==> config.mk <==
export PLATFORM = sky130hd
export DESIGN_NAME = pixel_stream_proc
export DESIGN_NICKNAME = d
export VERILOG_FILES = /design/src/rtl/pixel_stream_proc.sv
export SDC_FILE = /design/constraint.sdc
export NUM_CORES = 1
export LEC_CHECK = 0
export ABC_AREA = 0
export CELL_PAD_IN_SITES_DETAIL_PLACEMENT = 0
export CELL_PAD_IN_SITES_GLOBAL_PLACEMENT = 2
export CORE_MARGIN = 10
export CORE_UTILIZATION = 35
export CTS_CLUSTER_SIZE = 10
export DETAILED_ROUTE_END_ITERATION = 16
export PLACE_DENSITY = 0.95
export SYNTH_ARGS = -nofsm -noshare
export SYNTH_HDL_FRONTEND = slang
export SYNTH_SLANG_ARGS = --single-unit
==> constraint.sdc <==
create_clock -name HCLK -period 12.6 [get_ports HCLK]
set_input_delay 1.26 -clock HCLK [delete_from_list [all_inputs] [get_ports HCLK]]
set_output_delay 1.26 -clock HCLK [all_outputs]
set_load 0.02 [all_outputs]
==> src/rtl/pixel_stream_proc.sv <==
// Streaming RGB point processor. Latches the operation per frame, registers one
// output beat with SOF/EOL/EOF sideband and inserts a horizontal blank between lines.
module pixel_stream_proc #(
    parameter int WIDTH  = 768,
    parameter int HEIGHT = 512,
    parameter int PPC    = 2,
    parameter int CW     = 8,
    parameter int HBLANK = 16
) (
    input  logic                  HCLK,
    input  logic                  HRESET,
    input  logic                  start,
    input  logic [2:0]            mode,
    input  logic [CW-1:0]         value,
    input  logic [CW-1:0]         threshold,
    input  logic                  s_valid,
    output logic                  s_ready,
    input  logic [PPC*3*CW-1:0]   s_data,
    output logic                  m_valid,
    input  logic                  m_ready,
    output logic [PPC*3*CW-1:0]   m_data,
    output logic                  m_sof,
    output logic                  m_eol,
    output logic                  m_eof,
    output logic                  busy,
    output logic                  ctrl_done,
    output logic [15:0]           frame_cnt
);
    localparam int PW   = 3 * CW;
    localparam int DW   = PPC * PW;
    localparam int COLW = $clog2(WIDTH + 1);
    localparam int ROWW = (HEIGHT > 1) ? $clog2(HEIGHT) : 1;
    localparam int BLW  = (HBLANK > 1) ? $clog2(HBLANK) : 1;

    localparam logic [COLW-1:0] COL_LAST   = COLW'(WIDTH - PPC);
    localparam logic [COLW-1:0] COL_STEP   = COLW'(PPC);
    localparam logic [ROWW-1:0] ROW_LAST   = ROWW'(HEIGHT - 1);
    localparam logic [ROWW-1:0] ROW_ONE    = ROWW'(1);
    localparam logic [BLW-1:0]  BLANK_LAST = BLW'((HBLANK > 0) ? HBLANK - 1 : 0);
    localparam logic [BLW-1:0]  BLANK_ONE  = BLW'(1);
    localparam logic [CW-1:0]   MAX        = '1;
    localparam logic [CW+1:0]   THREE      = (CW+2)'(3);

    localparam logic [2:0] MODE_ADD = 3'd1;
    localparam logic [2:0] MODE_SUB = 3'd2;
    localparam logic [2:0] MODE_INV = 3'd3;
    localparam logic [2:0] MODE_THR = 3'd4;

    typedef enum logic [1:0] {S_IDLE, S_ACTIVE, S_BLANK, S_DRAIN} state_e;

    state_e          state_q, state_d;
    logic [COLW-1:0] col_q, col_d;
    logic [ROWW-1:0] row_q, row_d;
    logic [BLW-1:0]  blank_q, blank_d;
    logic [2:0]      mode_q, mode_d;
    logic [CW-1:0]   value_q, value_d;
    logic [CW-1:0]   thr_q, thr_d;
    logic            m_valid_q, m_valid_d;
    logic [DW-1:0]   m_data_q, m_data_d;
    logic            m_sof_q, m_sof_d;
    logic            m_eol_q, m_eol_d;
    logic            m_eof_q, m_eof_d;
    logic            done_q, done_d;
    logic [15:0]     frame_cnt_q, frame_cnt_d;
    logic [DW-1:0]   proc_data;
    logic            accept, handshake;

    function automatic logic [CW-1:0] sat_add(input logic [CW-1:0] a, input logic [CW-1:0] b);
        logic [CW:0] s;
        s = {1'b0, a} + {1'b0, b};
        return s[CW] ? MAX : s[CW-1:0];
    endfunction

    function automatic logic [CW-1:0] sat_sub(input logic [CW-1:0] a, input logic [CW-1:0] b);
        return (a > b) ? a - b : '0;
    endfunction

    function automatic logic [PW-1:0] proc_pixel(input logic [PW-1:0] px, input logic [2:0] op,
                                                 input logic [CW-1:0] val, input logic [CW-1:0] thr);
        logic [CW-1:0] r, g, b, avg, grey, bin;
        logic [CW+1:0] sum;
        r    = px[2*CW +: CW];
        g    = px[CW +: CW];
        b    = px[0 +: CW];
        sum  = {2'b00, r} + {2'b00, g} + {2'b00, b};
        avg  = CW'(sum / THREE);
        grey = MAX - avg;
        bin  = (avg > thr) ? MAX : '0;
        case (op)
            MODE_ADD: return {sat_add(r, val), sat_add(g, val), sat_add(b, val)};
            MODE_SUB: return {sat_sub(r, val), sat_sub(g, val), sat_sub(b, val)};
            MODE_INV: return {grey, grey, grey};
            MODE_THR: return {bin, bin, bin};
            default:  return px;
        endcase
    endfunction

    for (genvar k = 0; k < PPC; k++) begin : g_pix
        assign proc_data[k*PW +: PW] = proc_pixel(s_data[k*PW +: PW], mode_q, value_q, thr_q);
    end

    // A new beat may enter only when the output register is empty or draining this cycle.
    assign s_ready   = !HRESET && (state_q == S_ACTIVE) && (!m_valid_q || m_ready);
    assign accept    = s_valid && s_ready;
    assign handshake = m_valid_q && m_ready;

    // NOTE: every variable written here gets a default first, so no path can
    // leave one unassigned and infer a latch.
    always_comb begin
        state_d     = state_q;
        col_d       = col_q;
        row_d       = row_q;
        blank_d     = blank_q;
        mode_d      = mode_q;
        value_d     = value_q;
        thr_d       = thr_q;
        m_valid_d   = m_valid_q;
        m_data_d    = m_data_q;
        m_sof_d     = m_sof_q;
        m_eol_d     = m_eol_q;
        m_eof_d     = m_eof_q;
        done_d      = 1'b0;
        frame_cnt_d = frame_cnt_q;

        if (accept) begin
            m_valid_d = 1'b1;
            m_data_d  = proc_data;
            m_sof_d   = (row_q == '0) && (col_q == '0);
            m_eol_d   = (col_q == COL_LAST);
            m_eof_d   = (col_q == COL_LAST) && (row_q == ROW_LAST);
        end else if (handshake) begin
            m_valid_d = 1'b0;
            m_sof_d   = 1'b0;
            m_eol_d   = 1'b0;
            m_eof_d   = 1'b0;
        end

        case (state_q)
            S_IDLE: begin
                if (start) begin
                    mode_d  = mode;
                    value_d = value;
                    thr_d   = threshold;
                    col_d   = '0;
                    row_d   = '0;
                    state_d = S_ACTIVE;
                end
            end
            S_ACTIVE: begin
                if (accept) begin
                    if (col_q == COL_LAST) begin
                        col_d = '0;
                        if (row_q == ROW_LAST) begin
                            row_d   = '0;
                            state_d = S_DRAIN;
                        end else begin
                            row_d = row_q + ROW_ONE;
                            if (HBLANK > 0) state_d = S_BLANK;
                        end
                    end else begin
                        col_d = col_q + COL_STEP;
                    end
                end
            end
            S_BLANK: begin
                if (blank_q == BLANK_LAST) begin
                    blank_d = '0;
                    state_d = S_ACTIVE;
                end else begin
                    blank_d = blank_q + BLANK_ONE;
                end
            end
            S_DRAIN: begin
                if (handshake && m_eof_q) begin
                    state_d     = S_IDLE;
                    done_d      = 1'b1;
                    frame_cnt_d = frame_cnt_q + 16'd1;
                end
            end
            default: state_d = S_IDLE;
        endcase
    end

    // NOTE: non-blocking assignments make every flop sample pre-edge values,
    // independent of statement order.
    always_ff @(posedge HCLK) begin
        if (HRESET) begin
            state_q     <= S_IDLE;
            col_q       <= '0;
            row_q       <= '0;
            blank_q     <= '0;
            mode_q      <= '0;
            value_q     <= '0;
            thr_q       <= '0;
            m_valid_q   <= 1'b0;
            m_data_q    <= '0;
            m_sof_q     <= 1'b0;
            m_eol_q     <= 1'b0;
            m_eof_q     <= 1'b0;
            done_q      <= 1'b0;
            frame_cnt_q <= '0;
        end else begin
            state_q     <= state_d;
            col_q       <= col_d;
            row_q       <= row_d;
            blank_q     <= blank_d;
            mode_q      <= mode_d;
            value_q     <= value_d;
            thr_q       <= thr_d;
            m_valid_q   <= m_valid_d;
            m_data_q    <= m_data_d;
            m_sof_q     <= m_sof_d;
            m_eol_q     <= m_eol_d;
            m_eof_q     <= m_eof_d;
            done_q      <= done_d;
            frame_cnt_q <= frame_cnt_d;
        end
    end

    assign m_valid   = m_valid_q;
    assign m_data    = m_data_q;
    assign m_sof     = m_sof_q;
    assign m_eol     = m_eol_q;
    assign m_eof     = m_eof_q;
    assign busy      = (state_q != S_IDLE);
    assign ctrl_done = done_q;
    assign frame_cnt = frame_cnt_q;

endmodule

==> results.md, run 1 <==
* Remaining Overflow, GRT at 0
* Slowest CP cell: clkdlybuf4s50_1
* Worst setup margin at between 3000 and 4000 ps
* Power Total at approximately 1.8 mW
* Pwr dens at between 100 and 150 mW/mm^2
* Crit path top cell by count: inv_1
* Worst reg2reg startpoint: value_q[2]
* Setup Buffers After CTS at 0
* Initial Util at between 30% and 40%
* CP required at 12810 ps
* Slew Limit Fails at 0
* First drt pass iteration count at 5
* Top cell type's share of synthesized area at a little under a fifth
* Final-stage net count at approximately 2000
* DRC viols at 0
* Number of max-cap violations at 0
* Post-synth ARST share at 0%
* Crit path capture type: flip-flop
* Bufs on Longest Clock Path at 2
* Row Count at 68
* Reg2Reg Depth at 13
* Cell internal pwr at 0.934 mW
* Critical setup path kind: input port to flip-flop
* Core Footprint at 0.0345 mm^2
* Detailed Place HPWL at around 35000 um
* Port Buf Inserts at roughly 140
* Post-synth top cells: 186 x a21oi_1, 160 x nand2_1, 149 x nor2_1, 134 x ha_1, 113 x inv_1
* Clk sinks at ~110
* Hold Crit Class: flip-flop to flip-flop
* Number of I/O pins at roughly 140
* Post-synth EDFFs at 0
* Worst skew pair latency at approximately 370 ps
* Vias per inst at 5.87
* Worst path arrival time at approximately 9600 ps
* First-pass GRT wire length at just under 70000 um
* Clock power frac at between 15 and 20%
* Seq cells post-synth at 112
* Place WS at just under 3000 ps
* Crit share post-route at 74.7%
* Synth-to-Final Area Change at 17.2%
* Main flop type after synthesis: dfxtp_1
* Cell with the most instances after synthesis: a21oi_1
* Outcome: finished clean
* Static Leak at ~5.5 nW
* Top cells by area, synth: dfxtp_1 18%, ha_1 14%, a21oi_1 7.7%, fa_1 4.9%, nand2_1 4.9%
* Worst Max-Slew Pin Slew at 1340 ps
* Comb pwr share at around 61%
* Post-Route WL at between 40000 and 50000 um
* Post-synth cell types at between 80 and 90
* R2r setup slk at roughly 8100 ps
* Max VDD drop at about 0.075 mV
* Routed Antenna Nets at 0
* Total CTS buffers at 9
* Largest net degree at the start of global routing at just under 90
* ANT cells at 0
* Clock root buffer master: clkbuf_16
* Mean Syn Cell Area at roughly 7.5 um^2
* Vias in the first global route at 12200
* Tot GR Track Use at between 20% and 30%
* Synth Instances at ~1600
* Post-CTS sizing at 0
* RR Endpoint: m_data[27]
* Fin. Hold Viols at 0
* Worst clock skew at ~17 ps
* Maximum clock rate at roughly 110 MHz
* H-Tree Depth at 3
* Clk slew on worst S/H paths at about 80 ps
* Slowest stage delay, CP at 600 ps
* Setup_tns at 0 ps
* Share of layout cells above drive strength 1 at between 3 and 4%
* Die height at just over 200 um
* Fin util at between 40% and 50%
* Initial antenna violation count at 0
* Routed len/inst at 20.7 um
* Die span in x at 206 um
* Register area share after synthesis at between 10% and 20%
* RSZ-0062 raised after global routing: false
* Worst setup startpoint: s_data[1]
* Hold buffer count at CTS at 0
* Switching part of the total at between 40% and 50%
* Rel. slew slack at between 10% and 20%
* Switching power at 0.835 mW
* Vias at between 10000 and 15000
* Syn. warnings at 0
* Synthesized area at roughly 0.012 mm^2
* CP Launch Type: input port
* Seq pwr share at a little over a fifth
* Final GP Congestion at 0.941
* Leading area contributor after synthesis: dfxtp_1
* Die Area at 0.0426 mm^2
* Post-synth net total at between 1500 and 2000
* Setup crit end: m_data[7]
* Final setup violation count at 0
* Worst Path Max Fanout at 15
* CTS tree: built
* Iteration-0 DRC Markers at ~1300
* Post-route minimum period at roughly 9400 ps
## power by group through the flow
stage | Combinational [mW] | Clock, mW | Sequential [mW]
final | 1.07 | 0.318 | 0.381
after CTS | 1.05 | 0.324 | 0.381
after global placement | 1.04 | 0 | 0.389
after global routing | 1.19 | 0.335 | 0.383
after detailed placement | 1.05 | 0 | 0.389
after floorplan | 0.770 | 0 | 0.390
## how the worst min path moves through the flow
stage,slack (ps),depth (start not counted),start,endpoint
2_1_floorplan,440,2,thr_q[1],thr_q[1]
3_3_place_gp,440,2,m_data[47],m_data[47]
3_5_place_dp,450,2,m_data[6],m_data[6]
4_1_cts,460,2,thr_q[7],thr_q[7]
5_1_grt,480,2,thr_q[1],thr_q[1]
6_report,460,2,m_data[47],m_data[47]
## kinds of logic (layout without fill, tap and decap cells)
kind of cell	Yosys count	after routing	synth area share (%)
simple gates	514	514	20.0
mux	12	12	1.01
xor+xnor	59	59	4.25
buf+inv	193	284	6.12
flops	112	112	18.4
compound gates	576	576	31.4
fa+ha+maj	165	165	18.8
## final cells by class
type | count | area (um^2)
tap | 455 | 569
sequential | 112 | 2240
clock inverter | 5 | 62.6
clock buffer | 11 | 243
multi-input combinational | 1326 | 9210
fill | 3591 | 20200
timing repair buffer | 155 | 1520
inverter | 113 | 424
## worst max-delay path: cells and delay by family
family          cells  cell delay, ps
fa+ha+maj           5            1610
compound gates     13            2920
buf+inv             8            1400
xor+xnor            1             370
simple gates       10            2050
## metrics by stage
| step | instance area (um^2) | hold slack, ps | std cells |
|---|---|---|---|
| after global routing | 14300 | 475 | 2177 |
| after detailed placement | 14000 | 448 | 2161 |
| final | 14300 | 457 | 2177 |
| after CTS | 14300 | 462 | 2177 |
| after global placement | 14000 | 444 | 2161 |
| after floorplan | 12200 | 436 | 1631 |
## state kept, by name, indices dropped and copies added (netlist names), 3 cells and up
name       flops
value_q        8
row_q          9
col_q          9
mode_q         3
m_data        48
thr_q          8
blank_q        4
frame_cnt     16
## cell usage in the layout, fill, tap and decap left out, drive strengths merged, types with 20 or more instances in the layout
cell / instances
nand2: 160
o21bai: 43
nand3: 37
dfxtp: 112
nand4: 33
inv: 115
clkdlybuf4s50: 141
ha: 134
o221ai: 27
nor3: 33
nor2: 149
o21ai: 100
xnor2: 28
a211oi: 20
a21o: 37
xor2: 31
fa: 30
a21oi: 188
## metal layers
metal | vias up | global-route usage, % | wire length, um
met5 | - | 0 | 0
met4 | 0 | 3.88 | 691
met3 | 45 | 2.54 | 2630
met2 | 430 | 35.3 | 21800
met1 | 6172 | 26.8 | 20000
li1 | 6128 | - | -
Note: power is estimated with default switching activity, not from simulation.
==> inputs of run 2 (changes only) <==
--- a/config.mk
+++ b/config.mk
@@ -9,10 +9,10 @@
 export CELL_PAD_IN_SITES_DETAIL_PLACEMENT = 0
 export CELL_PAD_IN_SITES_GLOBAL_PLACEMENT = 2
 export CORE_MARGIN = 10
-export CORE_UTILIZATION = 35
+export CORE_UTILIZATION = 30
 export CTS_CLUSTER_SIZE = 10
 export DETAILED_ROUTE_END_ITERATION = 16
-export PLACE_DENSITY = 0.95
+export PLACE_DENSITY = 0.88
 export SYNTH_ARGS = -nofsm -noshare
 export SYNTH_HDL_FRONTEND = slang
 export SYNTH_SLANG_ARGS = --single-unit
==> constraint.sdc (replaced) <==
create_clock -name HCLK -period 7.95 [get_ports HCLK]
set_input_delay 0.795 -clock HCLK [delete_from_list [all_inputs] [get_ports HCLK]]
set_output_delay 0.795 -clock HCLK [all_outputs]
set_load 0.02 [all_outputs]
==> results.md, run 2 (synthesized netlist as in run 1, its figures left out) <==
* Outcome: finished clean
* Slew Limit Fails at 0
* Iteration-0 DRC Markers at 920
* Vias in the first global route at around 12000
* Worst skew pair latency at between 300 and 400 ps
* Top routing layer in use: met4
* Die Area at around 0.049 mm^2
* Power Total at 2.97 mW
* Crit share post-route at ~94%
* Hold path depth at 2
* Maximum clock rate at about 130 MHz
* Clk slew on worst S/H paths at about 90 ps
* Fin util at roughly 37%
* Port Buf Inserts at ~140
* Initial Util at between 30 and 40%
* DRC viols at 0
* Die span in x at 221 um
* Max reg flops at 48
* Hold_sp: m_data[43]
* Post-route minimum period at about 7500 ps
* R2r setup slk at ~3500 ps
* Largest net degree at the start of global routing at slightly above 80
* Initial antenna violation count at 0
* Most frequent cells in the layout: 185 x a21oi_1, 159 x nand2_1, 147 x nor2_1, 141 x clkdlybuf4s50_1, 134 x ha_1
* RR Endpoint: m_data[15]
* Slowest stage delay, CP at ~520 ps
* Worst Path Max Fanout at 4
* Hold Crit Class: flip-flop to flip-flop
* Metal2 WL at 22200 um
* Worst path arrival time at about 7700 ps
* Area of the multi-input gates at around 0.0093 mm^2
* Row Count at 73
* Static Leak at between 5 and 6 nW
* Final setup violation count at 0
* Routed Antenna Nets at 0
* Crit path top cell by count: inv_1
* Pwr dens at between 150 and 200 mW/mm^2
* Fin. Hold Viols at 0
* Slowest CP cell: clkdlybuf4s50_1
* Register area at approximately 0.0022 mm^2
* Reg2Reg Depth at 15
* Post-Route WL at 46200 um
* First-pass GRT wire length at just over 70000 um
* Vias at ~13000
* Tot GR Track Use at between 10% and 20%
* CP Launch Type: input port
* Number of max-cap violations at 0
* Die height at 221 um
* Routed wl met3 at 2310 um
* Critical setup path kind: input port to flip-flop
* Buffers & Inverters on Critical Path at 8
* Hold Worst Slack at 455 ps
* CTS tree: built
* H-Tree Depth at 3
* First drt pass iteration count at 5
* Worst Hold End: m_data[43]
* Detailed Place HPWL at 36300 um
* Clk sinks at around 110
* Bufs on Longest Clock Path at 2
* Remaining Overflow, GRT at 0
* Rel. slew slack at between 30% and 40%
* Worst reg2reg startpoint: value_q[0]
* Worst clock skew at between 15 and 20 ps
* Met1 Routed Length at between 20000 and 25000 um
* Final GP Congestion at between 0.9 and 1
* CP required at approximately 8200 ps
* Crit path capture type: flip-flop
* Share of layout cells above drive strength 1 at 7.57%
* ANT cells at 0
* Routed len/inst at 20.0 um
* Final-stage net count at 2015
* Number of I/O pins at about 140
* Core Footprint at 0.0399 mm^2
* Commonest non-fill, non-tap cell in the layout: a21oi_1
* Synth-to-Final Area Change at 22.4%
* Setup Buffers After CTS at 0
* Clock root buffer master: clkbuf_16
* Worst Max-Slew Pin Slew at approximately 900 ps
* CP top delay family: compound AO/OA/AOI/OAI gates
* Max VDD drop at 0.114 mV
* Vias per inst at between 5 and 6
* Total CTS buffers at 9
* Filler instances at about 4200
==> run 2: changes by cell type in the layout (fill, tap and decap cells not counted), sizes merged <==
| cell | before | now |
|---|---|---|
| clkinvlp | 1 | 0 |
| clkinv | 1 | 3 |
| inv | 115 | 117 |
| bufinv | 1 | 0 |
| clkbuf | 11 | 9 |
| buf | 14 | 76 |
==> run 2: stage by stage <==
step                      setup TNS [ps]  instance area [um^2]  setup WS [ps]  std cells
after floorplan                        0                 12200            885       1631
after global placement                 0                 14500           52.7       2293
after detailed placement            -420                 14500          -90.4       2293
after CTS                              0                 14800            315       2309
after global routing               -16.9                 14900          -16.9       2309
final                                  0                 14900            499       2309
==> run 2: where the power goes <==
group,internal [mW],switching (mW),leakage [nW]
combinational,0.773,1.10,4.73
sequential,0.579,0.0233,0.909
clock,0.228,0.274,0.150
==> run 2: per-layer routing <==
layer  vias to the layer above  track usage [%]
met2                       399             30.1
met3                        38             2.03
met1                      6205             23.7
li1                       6268                -
met5                         -                0
met4                         0             4.16
==> run 2: worst max-delay path by stage <==
stage          startpoint          to  depth (start not counted)
6_report        s_data[1]   m_data[6]                         37
5_1_grt         s_data[1]   m_data[7]                         37
4_1_cts         s_data[1]  m_data[14]                         36
3_5_place_dp    s_data[1]  m_data[14]                         36
3_3_place_gp    s_data[1]  m_data[15]                         36
2_1_floorplan   s_data[1]   m_data[0]                         34
==> run 2: area by class of cell <==
class	count	area share [%]
Tap cell	525	4.41
Sequential cell	112	15.1
Inverter	113	2.85
Clock buffer	9	1.51
Multi-Input combinational cell	1326	62.3
Clock inverter	7	0.546
Timing Repair Buffer	217	13.3
==> run 2: worst reg2reg max path, stage by stage (launching register included) <==
cell      delay [ps]
dfxtp_1          790
ha_1             270
inv_1             70
fa_1             420
a21o_1           210
a21o_1           190
a21oi_1          160
o21bai_1         120
a21oi_1          170
nor2b_1           60
o221ai_1         710
inv_1            330
a22o_1           280
o21ai_0          240
a221o_1          200
a21oi_1           60
==> run 2: repair_timing <==
action / in CTS / in global routing
gates resized for setup: 0 / 16
hold buffers: 0 / 0
endpoints found under the setup margin: 0 / 19
